**config.mk**
```make
export PLATFORM = sky130hd
export DESIGN_NAME = branch_pc_ctrl
export DESIGN_NICKNAME = d
export VERILOG_FILES = /design/src/rtl/mips_pkg.sv /design/src/rtl/sat_counter.sv /design/src/rtl/branch_pc_ctrl.sv
export SDC_FILE = /design/constraint.sdc
export NUM_CORES = 1
export LEC_CHECK = 0
export ABC_AREA = 1
export BUFFER_PORTS_ARGS = -buffer_cell sky130_fd_sc_hd__buf_2
export CAP_MARGIN = 0
export CELL_PAD_IN_SITES_DETAIL_PLACEMENT = 1
export CELL_PAD_IN_SITES_GLOBAL_PLACEMENT = 2
export CORE_ASPECT_RATIO = 1.5
export CORE_MARGIN = 8
export CORE_UTILIZATION = 34
export DETAILED_ROUTE_END_ITERATION = 10
export PLACE_DENSITY = 0.92
export REMOVE_ABC_BUFFERS = 1
export SLEW_MARGIN = 10
export SYNTH_ARGS = -nofsm -noshare
export SYNTH_HDL_FRONTEND = slang
export SYNTH_SLANG_ARGS = --single-unit
```
**constraint.sdc**
```tcl
create_clock -name clk -period 7.1 [get_ports clk]
set_clock_uncertainty 0.2 [all_clocks]
set_input_delay 0.355 -clock clk [delete_from_list [all_inputs] [get_ports clk]]
set_output_delay 0.355 -clock clk [all_outputs]
set_load 0.005 [all_outputs]
```
**src/rtl/mips_pkg.sv**
```systemverilog
// Shared constants for the MIPS fetch/branch logic.
package mips_pkg;

    localparam int unsigned PC_INC       = 4;
    localparam int unsigned IMM_W        = 16;
    localparam logic [31:0] RESET_PC_DEF = 32'h0000_0000;

endpackage : mips_pkg

```
**src/rtl/sat_counter.sv**
```systemverilog
// Saturating up-counter: increments on inc, sticks at all-ones.
//   clk, rst_n : clock, async active-low reset (clears to 0)
//   inc        : count request for this cycle
//   q          : registered count
module sat_counter #(
    parameter int unsigned W = 16
) (
    input  logic         clk,
    input  logic         rst_n,
    input  logic         inc,
    output logic [W-1:0] q
);

    logic [W-1:0] q_d;

    // Next count: hold once all-ones is reached so the value never wraps.
    always_comb begin
        q_d = q;
        if (inc && (q != {W{1'b1}})) begin
            q_d = q + W'(1);
        end
    end

    always_ff @(posedge clk or negedge rst_n) begin
        if (!rst_n) begin
            q <= '0;
        end else begin
            q <= q_d;
        end
    end

endmodule : sat_counter

```
**src/rtl/branch_pc_ctrl.sv**
```systemverilog
// Fetch-stage PC generator and branch-recovery controller.
// Steers fetch from the IF-stage prediction, tracks the predicted branch
// into ID, and redirects/flushes when ID resolution or a jump disagrees.
//   clk, rst_n     : clock, async active-low reset
//   stall          : freezes PC and the pending branch record
//   branch_if      : IF instruction is a beq; imm_if is its offset
//   branch_or_not  : predictor says taken for the IF branch
//   branch_id      : beq in ID resolves; equal_or_not is its outcome
//   jump/jump_addr : unconditional redirect from ID
//   pc             : registered fetch address
//   flush_if       : combinational, kill the IF/ID instruction
//   mispredict     : combinational, resolution disagreed with prediction
//   br_cnt/mp_cnt  : saturating resolved-branch / mispredict counts
//   err            : sticky, resolution seen with no pending record
module branch_pc_ctrl
    import mips_pkg::*;
#(
    parameter int unsigned              ADDR_W   = 32,
    parameter logic [ADDR_W-1:0]        RESET_PC = ADDR_W'(RESET_PC_DEF),
    parameter int unsigned              CNT_W    = 16
) (
    input  logic              clk,
    input  logic              rst_n,
    input  logic              stall,
    input  logic              branch_if,
    input  logic [IMM_W-1:0]  imm_if,
    input  logic              branch_or_not,
    input  logic              branch_id,
    input  logic              equal_or_not,
    input  logic              jump,
    input  logic [ADDR_W-1:0] jump_addr,
    output logic [ADDR_W-1:0] pc,
    output logic              flush_if,
    output logic              mispredict,
    output logic [CNT_W-1:0]  br_cnt,
    output logic [CNT_W-1:0]  mp_cnt,
    output logic              err
);

    logic [ADDR_W-1:0] pc_q, pc_d;
    logic              pend_v_q, pend_v_d;
    logic              pend_tk_q, pend_tk_d;
    logic [ADDR_W-1:0] pend_alt_q, pend_alt_d;
    logic              err_q, err_d;

    logic [ADDR_W-1:0] seq_c, tgt_c, imm_ext_c;
    logic              res_c, mp_c, jmp_c, redir_c;

    // Next-state logic: targets, resolution, next PC and pending record.
    always_comb begin
        seq_c      = pc_q + ADDR_W'(PC_INC);
        imm_ext_c  = {{(ADDR_W - IMM_W){imm_if[IMM_W-1]}}, imm_if};
        tgt_c      = seq_c + (imm_ext_c << 2);

        // Gating with rst_n keeps the combinational outputs quiet in reset.
        res_c      = branch_id & ~stall & rst_n;
        mp_c       = res_c & pend_v_q & (equal_or_not != pend_tk_q);
        jmp_c      = jump & ~stall & rst_n;
        redir_c    = mp_c | jmp_c;

        pc_d       = seq_c;
        pend_v_d   = pend_v_q;
        pend_tk_d  = pend_tk_q;
        pend_alt_d = pend_alt_q;
        err_d      = err_q | (res_c & ~pend_v_q);

        // Mispredict outranks a coincident jump.
        if (mp_c) begin
            pc_d = pend_alt_q;
        end else if (jmp_c) begin
            pc_d = jump_addr;
        end else if (stall) begin
            pc_d = pc_q;
        end else if (branch_if && branch_or_not) begin
            pc_d = tgt_c;
        end

        // The IF instruction is wrong-path on a redirect, so drop its record.
        if (redir_c) begin
            pend_v_d = 1'b0;
        end else if (!stall) begin
            pend_v_d   = branch_if;
            pend_tk_d  = branch_or_not;
            pend_alt_d = branch_or_not ? seq_c : tgt_c;
        end
    end

    always_ff @(posedge clk or negedge rst_n) begin
        if (!rst_n) begin
            pc_q       <= RESET_PC;
            pend_v_q   <= 1'b0;
            pend_tk_q  <= 1'b0;
            pend_alt_q <= '0;
            err_q      <= 1'b0;
        end else begin
            pc_q       <= pc_d;
            pend_v_q   <= pend_v_d;
            pend_tk_q  <= pend_tk_d;
            pend_alt_q <= pend_alt_d;
            err_q      <= err_d;
        end
    end

    sat_counter #(.W(CNT_W)) u_br_cnt (
        .clk   (clk),
        .rst_n (rst_n),
        .inc   (res_c),
        .q     (br_cnt)
    );

    sat_counter #(.W(CNT_W)) u_mp_cnt (
        .clk   (clk),
        .rst_n (rst_n),
        .inc   (mp_c),
        .q     (mp_cnt)
    );

    assign pc         = pc_q;
    assign err        = err_q;
    assign flush_if   = redir_c;
    assign mispredict = mp_c;

endmodule : branch_pc_ctrl

```
==> results of run 1 <==
[layout make-up]
class	instances	area (µm²)	area share (%)
inverter	146	553.0	5.908
clock inverter	7	82.58	0.8821
timing repair buffer	131	683.2	7.298
tap	319	399.1	4.264
sequential	99	2477	26.46
clock buffer	9	225.2	2.406
multi-input combinational	953	4941	52.78
[power breakdown]
part | internal, mW | switching [mW] | total, mW | leakage (nW)
sequential | 0.694 | 0.152 | 0.845 | 1.24
combinational | 0.411 | 0.764 | 1.18 | 3.54
clock | 0.279 | 0.246 | 0.525 | 0.153
total | 1.38 | 1.16 | 2.55 | 4.93
[per-stage QoR]
stage	worst slack (ns)	total power [mW]	cell area, µm²
finish	2.807	2.545	9361
global route	2.433	2.729	9361
global placement	2.981	2.009	9044
detailed placement	2.893	2.036	9044
floorplan	4.132	1.559	7971
CTS	2.763	2.569	9361
[routing by layer]
layer  vias up  share of wire (%)  global-route usage, %
met3        67                3.9                  2.729
met5         -                  0                      0
li1       4146                  -                      -
met1      4101                 38                  23.70
met2       203                 51                  41.11
met4         0                6.6                  15.17
[tightest hold or removal path: cells and delay by family]
kind                   cells  cell delay [ns]
AO/OA/AOI/OAI              1             0.07
buffers and inverters      1             0.08
AND/OR/NAND/NOR            1             0.06
[cell usage in the layout, fill, tap and decap left out, drive strengths merged, types with 2 or more instances in the layout]
cell type	netlist	routed
clkbuf	17	9
o22ai	4	4
xnor2	23	23
ha	39	39
inv	144	147
and2	15	15
xor2	41	41
a22oi	19	19
nand2	419	419
or2	2	2
nand4	9	9
nand3	82	82
o21ai	48	48
nor2	129	129
o211ai	15	15
buf	12	130
nor3	17	17
clkinv	2	5
nand3b	4	4
a211oi	2	2
dfrtp	99	99
o21bai	8	8
a21oi	66	66
o221ai	5	5
[cell usage after synthesis (2+ instances only)]
master,n
o21bai_1,8
a21oi_1,65
nor2_4,4
o22ai_1,4
buf_2,8
a211oi_1,2
dfrtp_1,99
nor3_1,13
o211ai_1,15
xor2_1,41
nand2_2,6
nand2_1,413
a22oi_1,19
o21ai_0,45
inv_1,142
nor3_2,4
o221ai_1,5
nor2_1,123
nor2_2,2
and2_1,14
o21ai_1,3
nand4_1,8
nand3b_1,4
buf_1,2
ha_1,39
xnor2_1,23
clkbuf_1,17
nand3_1,80
clkinv_1,2
[flip-flops by register name, summed over array words and instances (netlist names)]
name        cells
err             1
pc             32
pend_alt_q     32
pend_tk_q       1
pend_v_q        1
u_br_cnt.q     16
u_mp_cnt.q     16
[final timing paths]
check,startpoint,to,slack [ns]
worst min-delay path,jump_addr[1],pc[1],0.05
max in group asynchronous,rst_n,pend_alt_q[28],5.06
worst max register to register,pc[3],pc[26],3.22
worst max-delay path,rst_n,pend_alt_q[25],2.81
worst min register to register,pend_v_q,err,0.28
min in group asynchronous,rst_n,pc[7],0.30
[cells by family after synthesis]
group | Yosys count
AOI/OAI and AO/OA | 171
and+or+nand+nor | 678
xor gates and xnor gates | 64
buffers and inverters | 175
DFF | 99
adders and majority gates | 40
==> out/qor.yml, run 1 <==
htree_levels: 3
numCtsBuffers: 9
synth_top_family_by_area: "simple AND/OR/NAND/NOR gates"
cts_setup_buffers: 0
grt_remaining_overflow: 0
setup_violations: 0
synth_cells: 1227
drive_gt1_share_pct: 12.64
synth_edf_count: 0
syn-cell-area_um2: 8102
vias_per_cell: 5.118
peakVddDrop_v: 0.0001269
via_count: 8517
dieArea_um2: 29130
yosysSeqAreaShare_pct: 30.58
ios: 123
avgSynthCellArea_um2: 6.603
cts_resized: 0
hold_path_depth: 3
drv_slew: 0
num_rows: 69
grt_max_degree: 73
die_h_um: 205.1
dpl.cell_count: 1647
cp_top_family: "simple AND/OR/NAND/NOR gates"
dp_hpwl_mm: 25.76
grt_first_pass_wirelength_mm: 50.32
hold_buffers: 1
async_reset_ff_share_pct: 100.0
hold_path.class: "primary input to flip-flop"
yosysWarningCount: 0
status: "completed"
detail_route.wl_per_cell_um: 19.50
required_ns: 7.13
yosysTopAreaCellShare_pct: 30.58
worstSetupPathType: "primary input to flip-flop"
wirelength_mm: 32.44
gp_congestion: 0.9077
nets: 1436
tightest_slew_ns: 1.261
grt_setup_unrepaired: "false"
fillers: 3121
synthMuxAreaShare_pct: 0
startpoint_type: "primary input"
drt_iter0_markers: 410
setup_tns_ns: 0
hold_ws_ns: 0.04722
port-buffer-count: 122
initial_utilization_pct: 34.37
max_stage_delay_ns: 0.99
clkLatencyLatePin_ns: 0.36
crit_buf_inv: 3
core_area_um2: 23570
reg2reg_depth: 20
synth_compound_area_share_pct: 12.57
ant_nets: 0
firstDrtPassIters: 4
powerDensity_nw_per_um2: 271.9
worstSetupPathDepth: 9
synthSimpleGateAreaFrac_pct: 35.23
slew_headroom_pct: 15.63
yosys.area.top_type: "dfrtp_1"
end_kind: "flip-flop"
leakagePower_nw: 4.935
cp_slowest_cell: "nand3_1"
cts_root_buf: "clkbuf_16"
drc: 0
diodes: 0
period_share_pct: 60.46
synth_seq_cells: 99
final_util_pct: 39.72
arrival_ns: 4.32
clk_pin_slew_ns: 0.08
track_usage_pct: 22.52
worstPathMaxFanout: 30
area_delta_synth_final_pct: 15.55
die_w_um: 142.0
stdcell_count: 1664
fmax_mhz: 232.9
crit_chain: "dlygate4sd3_1, buf_4, nand3_1, nand2_2, nor2_4, nand2_1, inv_1, a22oi_1, o21ai_0"
clock_path_buffers: 2
synthXorXnorAreaFrac_pct: 6.919
ys_types: 46
antenna_found_initial: 0
cts_tree: "built"
period_minus_slack_ns: 4.293
grt_pass1_vias: 9232
ys_top_cells_by_area: "dfrtp_1 31%, nand2_1 19%, inv_1 6.6%"
hold_violations: 0
clock_sinks: 99
synthAdderAreaFrac_pct: 6.270
maxCapViolCount: 0
synth_top_flop_cell: "dfrtp_1"
Note: power is estimated with default switching activity, not from simulation.
==> inputs of run 2 (changes only) <==
Settings changed: CORE_UTILIZATION 34 to 32, PLACE_DENSITY 0.92 to 0.88.
Clock period 7.1 ns to 4.1 ns, I/O delays scaled along.
==> run 2 against run 1 <==
  * First-iteration DRC count is 21% lower
  * Clock-buffer cell count is the same
  * Sequential cell count did not move
  * Via count up 2.4%
  * Die area is 5.6% higher
  * Non-clock buffer count rose by 40
  * Largest power group unchanged
  * Critical endpoint is now pc[22]
==> out/qor.yml, run 2 (synthesis gave the netlist of run 1 again) <==
status: "completed"
cts_tree: "built"
detail_route.wl_per_cell_um: 19.69  # +0.98%
grt_max_degree: 54  # -26%
drv_slew: 0  # unchanged
end_kind: "flip-flop"
hold_start: "stall"
fin_total_pwr_mw: 4.599  # +81%
vias_per_cell: 5.091  # -0.53%
max_stage_delay_ns: 0.47  # -0.52 ns
worstPathMaxFanout: 6  # -80%
maxCapViolCount: 0  # unchanged
fmax_mhz: 262.4
pre_cts_ws_ns: 0.03647  # -2.857 ns
worst_hold_path.endpoint: "err"
wirelength_mm: 33.72  # +3.9%
tightest_slew_ns: 1.045  # -0.2160 ns
clock_path_buffers: 2  # unchanged
fillers: 3276  # +5.0%
comb_power_share_pct: 46.4  # +0.2 points
area_delta_synth_final_pct: 21.05
r2r-end: "pc[22]"
cp_common_cell: "nand2_1"
reg2reg_depth: 18  # -10%
grt_busiest_layer: "met2"
setup_tns_ns: 0  # unchanged
drive_gt1_share_pct: 13.79  # +1.2 points
startpoint_type: "flip-flop"
antenna_found_initial: 0  # unchanged
leakagePower_nw: 5.150  # +4.4%
die_w_um: 145.9  # +2.7%
gp_congestion: 1.001  # +10%
worstSetupPathType: "flip-flop to flip-flop"
ios: 123  # unchanged
ant_nets: 0  # unchanged
seq_area_um2: 2477  # unchanged
grt_remaining_overflow: 0  # unchanged
arrival_ns: 3.86  # -0.46 ns
peakVddDrop_v: 0.0002157  # +70%
die_h_um: 210.9  # +2.8%
slew_headroom_pct: 30.27  # +15 points
numCtsBuffers: 9  # unchanged
r2r_start: "pc[2]"
dieArea_um2: 30770  # +5.6%
final_common_cell: "nand2_1"
hold_violations: 0  # unchanged
dp_hpwl_mm: 26.65  # +3.4%
period_minus_slack_ns: 3.811
cp_top_family: "simple AND/OR/NAND/NOR gates"
period_share_pct: 92.96
grtUsageMet1_pct: 23.49  # -0.21 points
setup_violations: 0  # unchanged
grt_first_pass_wirelength_mm: 53.34  # +6.0%
multi_input_area_um2: 4987  # +0.94%
htree_levels: 3  # unchanged
internal-power_mw: 2.510  # +81%
clk_pin_slew_ns: 0.08  # about the same
hold_path_depth: 4  # +1
via_count: 8721  # +2.4%
diodes: 0  # unchanged
num_rows: 71  # +2.9%
crit_chain: "ha_1, nand3_1, nor3_4, buf_4, xnor2_1, inv_1, ha_1, nand2_1, nor2_1, nand3_1, nand3b_1, nand2_1, nand3_1, nand3_1, nand2_1, nand2_1, nand2_1, nand2_1"
clock_sinks: 99  # unchanged
initial_utilization_pct: 32.45  # -1.9 points
drc: 0  # unchanged
pwr-share-seq_pct: 31.7  # -1.5 points
pwr-share-clk_pct: 21.9  # +1.3 points
cp_slowest_cell: "dfrtp_1"
required_ns: 4.15  # -2.98 ns
grt_pass1_vias: 9488  # +2.8%
powerDensity_nw_per_um2: 469.0  # +72%
core_area_um2: 24960  # +5.9%
crit_buf_inv: 2  # -1
track_usage_pct: 22.15  # -0.37 points
regToRegSetupSlack_ns: 0.29  # -2.93 ns
switching_share_pct: 45.41  # -0.22 points
firstDrtPassIters: 4  # unchanged
clkLatencyLatePin_ns: 0.37  # about the same
p_sw_mw: 2.089  # +80%
startpoint: "pc[2]"
finalWorstSetupSlack_ns: 0.2887  # -2.518 ns
grt_use_met3_pct: 3.238  # +0.51 points
layout_common_cells: "413 x nand2_1, 142 x inv_1, 122 x nor2_1"
drt_iter0_markers: 324  # -21%
port-buffer-count: 122  # unchanged
hold_path.class: "primary input to flip-flop"
grtUsageMet2_pct: 42.19  # +1.1 points
nets: 1476  # +2.8%
cts_root_buf: "clkbuf_16"
[run 2: changes by cell type in the layout (fill, tap and decap cells not counted), moves of 2 or more]
cell / previous run / this run
dlygate4sd3_1: 1 / 27
xor2_2: 0 / 3
buf_4: 9 / 23
inv_8: 0 / 2
xor2_1: 41 / 38
[run 2: how the worst max path moves through the flow]
stage	cells past startpoint	to
final	18	pc[22]
after global routing	20	pc[31]
after CTS	21	pc[18]
after detailed placement	21	pc[18]
after global placement	21	pc[18]
after floorplan	22	pc[27]
[run 2: tightest hold or removal path: stages]
cell,delay (ns)
buf_2,0.13
inv_6,0.08
nand3_4,0.08
o21bai_1,0.06
[run 2: power groups by stage]
stage / logic, mW / clock network (mW) / registers (mW)
global placement: 2.05 / 0 / 1.46
detailed placement: 2.09 / 0 / 1.47
global route: 2.38 / 1.06 / 1.49
floorplan: 1.29 / 0 / 1.41
CTS: 2.13 / 1.03 / 1.45
finish: 2.13 / 1.01 / 1.46
[run 2: repair_timing]
action / CTS / global route
endpoints found under the hold margin: 125 / 0
setup endpoints to repair: 0 / 10
setup buffers: 0 / 2
resized for setup: 0 / 8
hold buffers: 27 / 0
[run 2: metrics by stage]
step | util [%] | hold slack [ns] | instances | instance area, µm²
global placement | 36.63 | 0.2409 | 1668 | 9145
detailed placement | 36.63 | 0.2398 | 1668 | 9145
global route | 39.29 | 0.03264 | 1713 | 9807
floorplan | - | -0.2906 | 1198 | 7971
finish | 39.29 | 0.01820 | 1713 | 9807
CTS | 39.04 | 0.01472 | 1711 | 9746
[run 2: layer usage]
layer	up-vias	share of wire [%]
met5	-	0
met4	0	4.3
met3	62	4.2
met2	193	53
met1	4244	39
li1	4222	-
[run 2: layout make-up]
cell class	instances	area share [%]
clock buffer	9	2.297
inverter	146	5.639
clock inverter	7	1.072
sequential	99	25.26
timing repair buffer	171	10.69
tap	328	4.185
multi-input combinational	953	50.85
==> inputs of run 3 (changes only) <==
Settings changed: ABC_AREA 1 to default, CORE_UTILIZATION 32 to 34, PLACE_DENSITY 0.88 to 0.87.
==> run 3 against run 2 <==
  * Maximum frequency shrank 0.87%
  * Critical path type unchanged
  * Sequential power rose by 3%
  * Sequential cell count did not move
  * Critical path depth fell by 5
  * Highest routed layer unchanged
  * Combinational power rose by 5%
  * Critical endpoint is now pend_alt_q[27]
==> out/qor.yml, run 3 <==
status: "completed"
diodes: 0  # unchanged
antenna_found_initial: 0  # unchanged
stdcell_count: 1268  # -26%
area_delta_synth_final_pct: 21.43
drv_slew: 0  # unchanged
clk_pin_slew_ns: 0.08  # about the same
initial_utilization_pct: 34.26  # +1.8 points
hold_path_depth: 3  # -1
grt_pass1_vias: 7534  # -21%
grt_setup_unrepaired: "false"
detail_route.wl_per_cell_um: 21.01  # +6.8%
powerDensity_nw_per_um2: 532.0  # +13%
synth_seq_cells: 99  # unchanged
syn-cell-area_um2: 7106  # -12%
grt_max_degree: 60  # +11%
tightest_slew_ns: 1.044  # -0.001172 ns
layout_common_cells: "121 x buf_2, 112 x nand2_1, 99 x dfrtp_1"
grt_remaining_overflow: 0  # unchanged
cts_setup_buffers: 0  # unchanged
ys_top_cells_by_area: "dfrtp_1 35%, ha_1 6.9%, xnor2_1 6.0%"
worstSetupPathType: "flip-flop to flip-flop"
period_minus_slack_ns: 3.845  # +0.03346 ns
avgSynthCellArea_um2: 8.359  # +27%
via_count: 7101  # -19%
synth_edf_count: 0  # unchanged
grt_first_pass_wirelength_mm: 41.38  # -22%
clock_sinks: 99  # unchanged
drc: 0  # unchanged
required_ns: 4.13  # -0.02 ns
clock_path_buffers: 2  # unchanged
maxCapViolCount: 0  # unchanged
core_area_um2: 20740  # -17%
gp_congestion: 0.9196  # -8.2%
synth_cells: 850  # -31%
cts_root_buf: "clkbuf_16"
hold_path.class: "primary input to flip-flop"
peakVddDrop_v: 0.0002250  # +4.3%
ios: 123  # unchanged
drive_gt1_share_pct: 17.80  # +4.0 points
yosysWarningCount: 0  # unchanged
firstDrtPassIters: 5  # +1
worstPathMaxFanout: 7  # +1
end_kind: "flip-flop"
htree_levels: 3  # unchanged
wirelength_mm: 26.65  # -21%
track_usage_pct: 20.72  # -1.4 points
fin_total_pwr_mw: 4.590  # -0.19%
slew_headroom_pct: 30.17  # -0.10 points
drt_iter0_markers: 312  # -3.7%
die_w_um: 134.0  # -8.1%
fmax_mhz: 260.1  # -0.87%
leakagePower_nw: 4.010  # -22%
dpl.cell_count: 1228  # -26%
async_reset_ff_share_pct: 100.0  # unchanged
setup_violations: 0  # unchanged
clkLatencyLatePin_ns: 0.37  # about the same
pre_cts_ws_ns: 0.2351  # +0.1987 ns
hold_violations: 0  # unchanged
period_share_pct: 93.78  # +0.82 points
cp_slowest_cell: "dfrtp_1"
port-buffer-count: 122  # unchanged
vias_per_cell: 5.600  # +10%
numCtsBuffers: 9  # unchanged
num_rows: 65  # -8.5%
yosys.area.top_type: "dfrtp_1"
synth_top_flop_cell: "dfrtp_1"
startpoint_type: "flip-flop"
yosysTopAreaCellShare_pct: 34.87  # +4.3 points
dp_hpwl_mm: 20.38  # -24%
ys_types: 61  # +33%
ant_nets: 0  # unchanged
arrival_ns: 3.87  # about the same
reg2reg_depth: 13  # -5
final_common_cell: "buf_2"
dieArea_um2: 25880  # -16%
synth.most_common_cell: "nand2_1"
finalWorstSetupSlack_ns: 0.2552  # -0.03346 ns
nets: 1091  # -26%
crit_chain: "nand4_1, nor2_1, and3_1, xor2_1, ha_1, a21oi_1, o21ai_0, a211oi_1, a21oi_2, a311oi_1, a41oi_1, a31oi_1, o21ai_1"
die_h_um: 193.1  # -8.5%
max_stage_delay_ns: 0.47  # about the same
cts_tree: "built"
setup_tns_ns: 0  # unchanged
yosysSeqAreaShare_pct: 34.87  # +4.3 points
synthTopCellsByCount: "113 x nand2_1, 99 x dfrtp_1, 81 x nor2_1"
[run 3: cell count changes after synthesis, moves of 25 or more]
| cell | change |
|---|---|
| nand2_1 | -300 |
| nand3_1 | -57 |
| nor2_1 | -42 |
| xnor2_1 | +26 |
| inv_1 | -120 |
| o21ai_0 | +25 |
[run 3: worst max-delay path, delay by kind of cell (launching register included)]
family                   cells  cell delay [ns]
AO/OA/AOI/OAI                8             1.55
flip-flops                   1             0.47
adder cells (fa/ha/maj)      1             0.39
XOR/XNOR                     1             0.29
AND/OR/NAND/NOR              3             0.82
[run 3: final cells by class]
class | count | area (µm²)
multi-input combinational | 693 | 4417
fill | 2540 | 12110
clock inverter | 5 | 43.79
clock buffer | 11 | 242.7
inverter | 23 | 86.33
sequential | 99 | 2477
timing repair buffer | 169 | 1026
tap | 268 | 335.3
[run 3: report_power, final]
group | switching [mW] | leakage, nW | internal, mW | total [mW]
sequential | 0.272 | 1.25 | 1.23 | 1.50
combinational | 1.33 | 2.62 | 0.902 | 2.23
clock | 0.421 | 0.141 | 0.437 | 0.858
total | 2.02 | 4.01 | 2.57 | 4.59
[run 3: cell families (layout without fill, tap and decap cells)]
group	count (synthesis)	after routing	share of synthesized area, %
AO/OA/AOI/OAI	263	263	23.21
XOR/XNOR	83	83	10.23
adder cells (fa/ha/maj)	40	40	7.149
buffers and inverters	58	208	3.082
flip-flops	99	99	34.87
multiplexers	14	14	1.990
AND/OR/NAND/NOR	293	293	19.48
[run 3: worst paths after layout]
| path | from | to | slack [ns] |
|---|---|---|---|
| worst max-delay path | pc[7] | pend_alt_q[27] | 0.26 |
| worst min-delay path | jump_addr[14] | pc[14] | 0.006 |
| worst max register to register | pc[7] | pend_alt_q[27] | 0.26 |
| worst min register to register | err | err | 0.28 |
| max in group asynchronous | rst_n | pc[4] | 2.61 |
| min in group asynchronous | rst_n | pc[26] | 0.15 |
[run 3: repair_timing]
item | in CTS | in global routing
gates resized for setup | 0 | 3
endpoints found under the setup margin | 0 | 7
hold endpoints to repair | 53 | 0
hold buffers | 24 | 0
[run 3: layer usage]
layer	track usage, %	wire [µm]
met4	9.016	846
met5	0	0
met3	3.164	1084
met2	39.42	14500
met1	22.12	10220
[run 3: through the flow]
step                area, µm²  hold slack (ns)  util (%)
floorplan                6973          -0.2906         -
global placement         8097        -0.002287     39.04
detailed placement       8097         0.001276     39.04
CTS                      8623         0.002374     41.58
global route             8628          0.04925     41.60
finish                   8628         0.006001     41.60
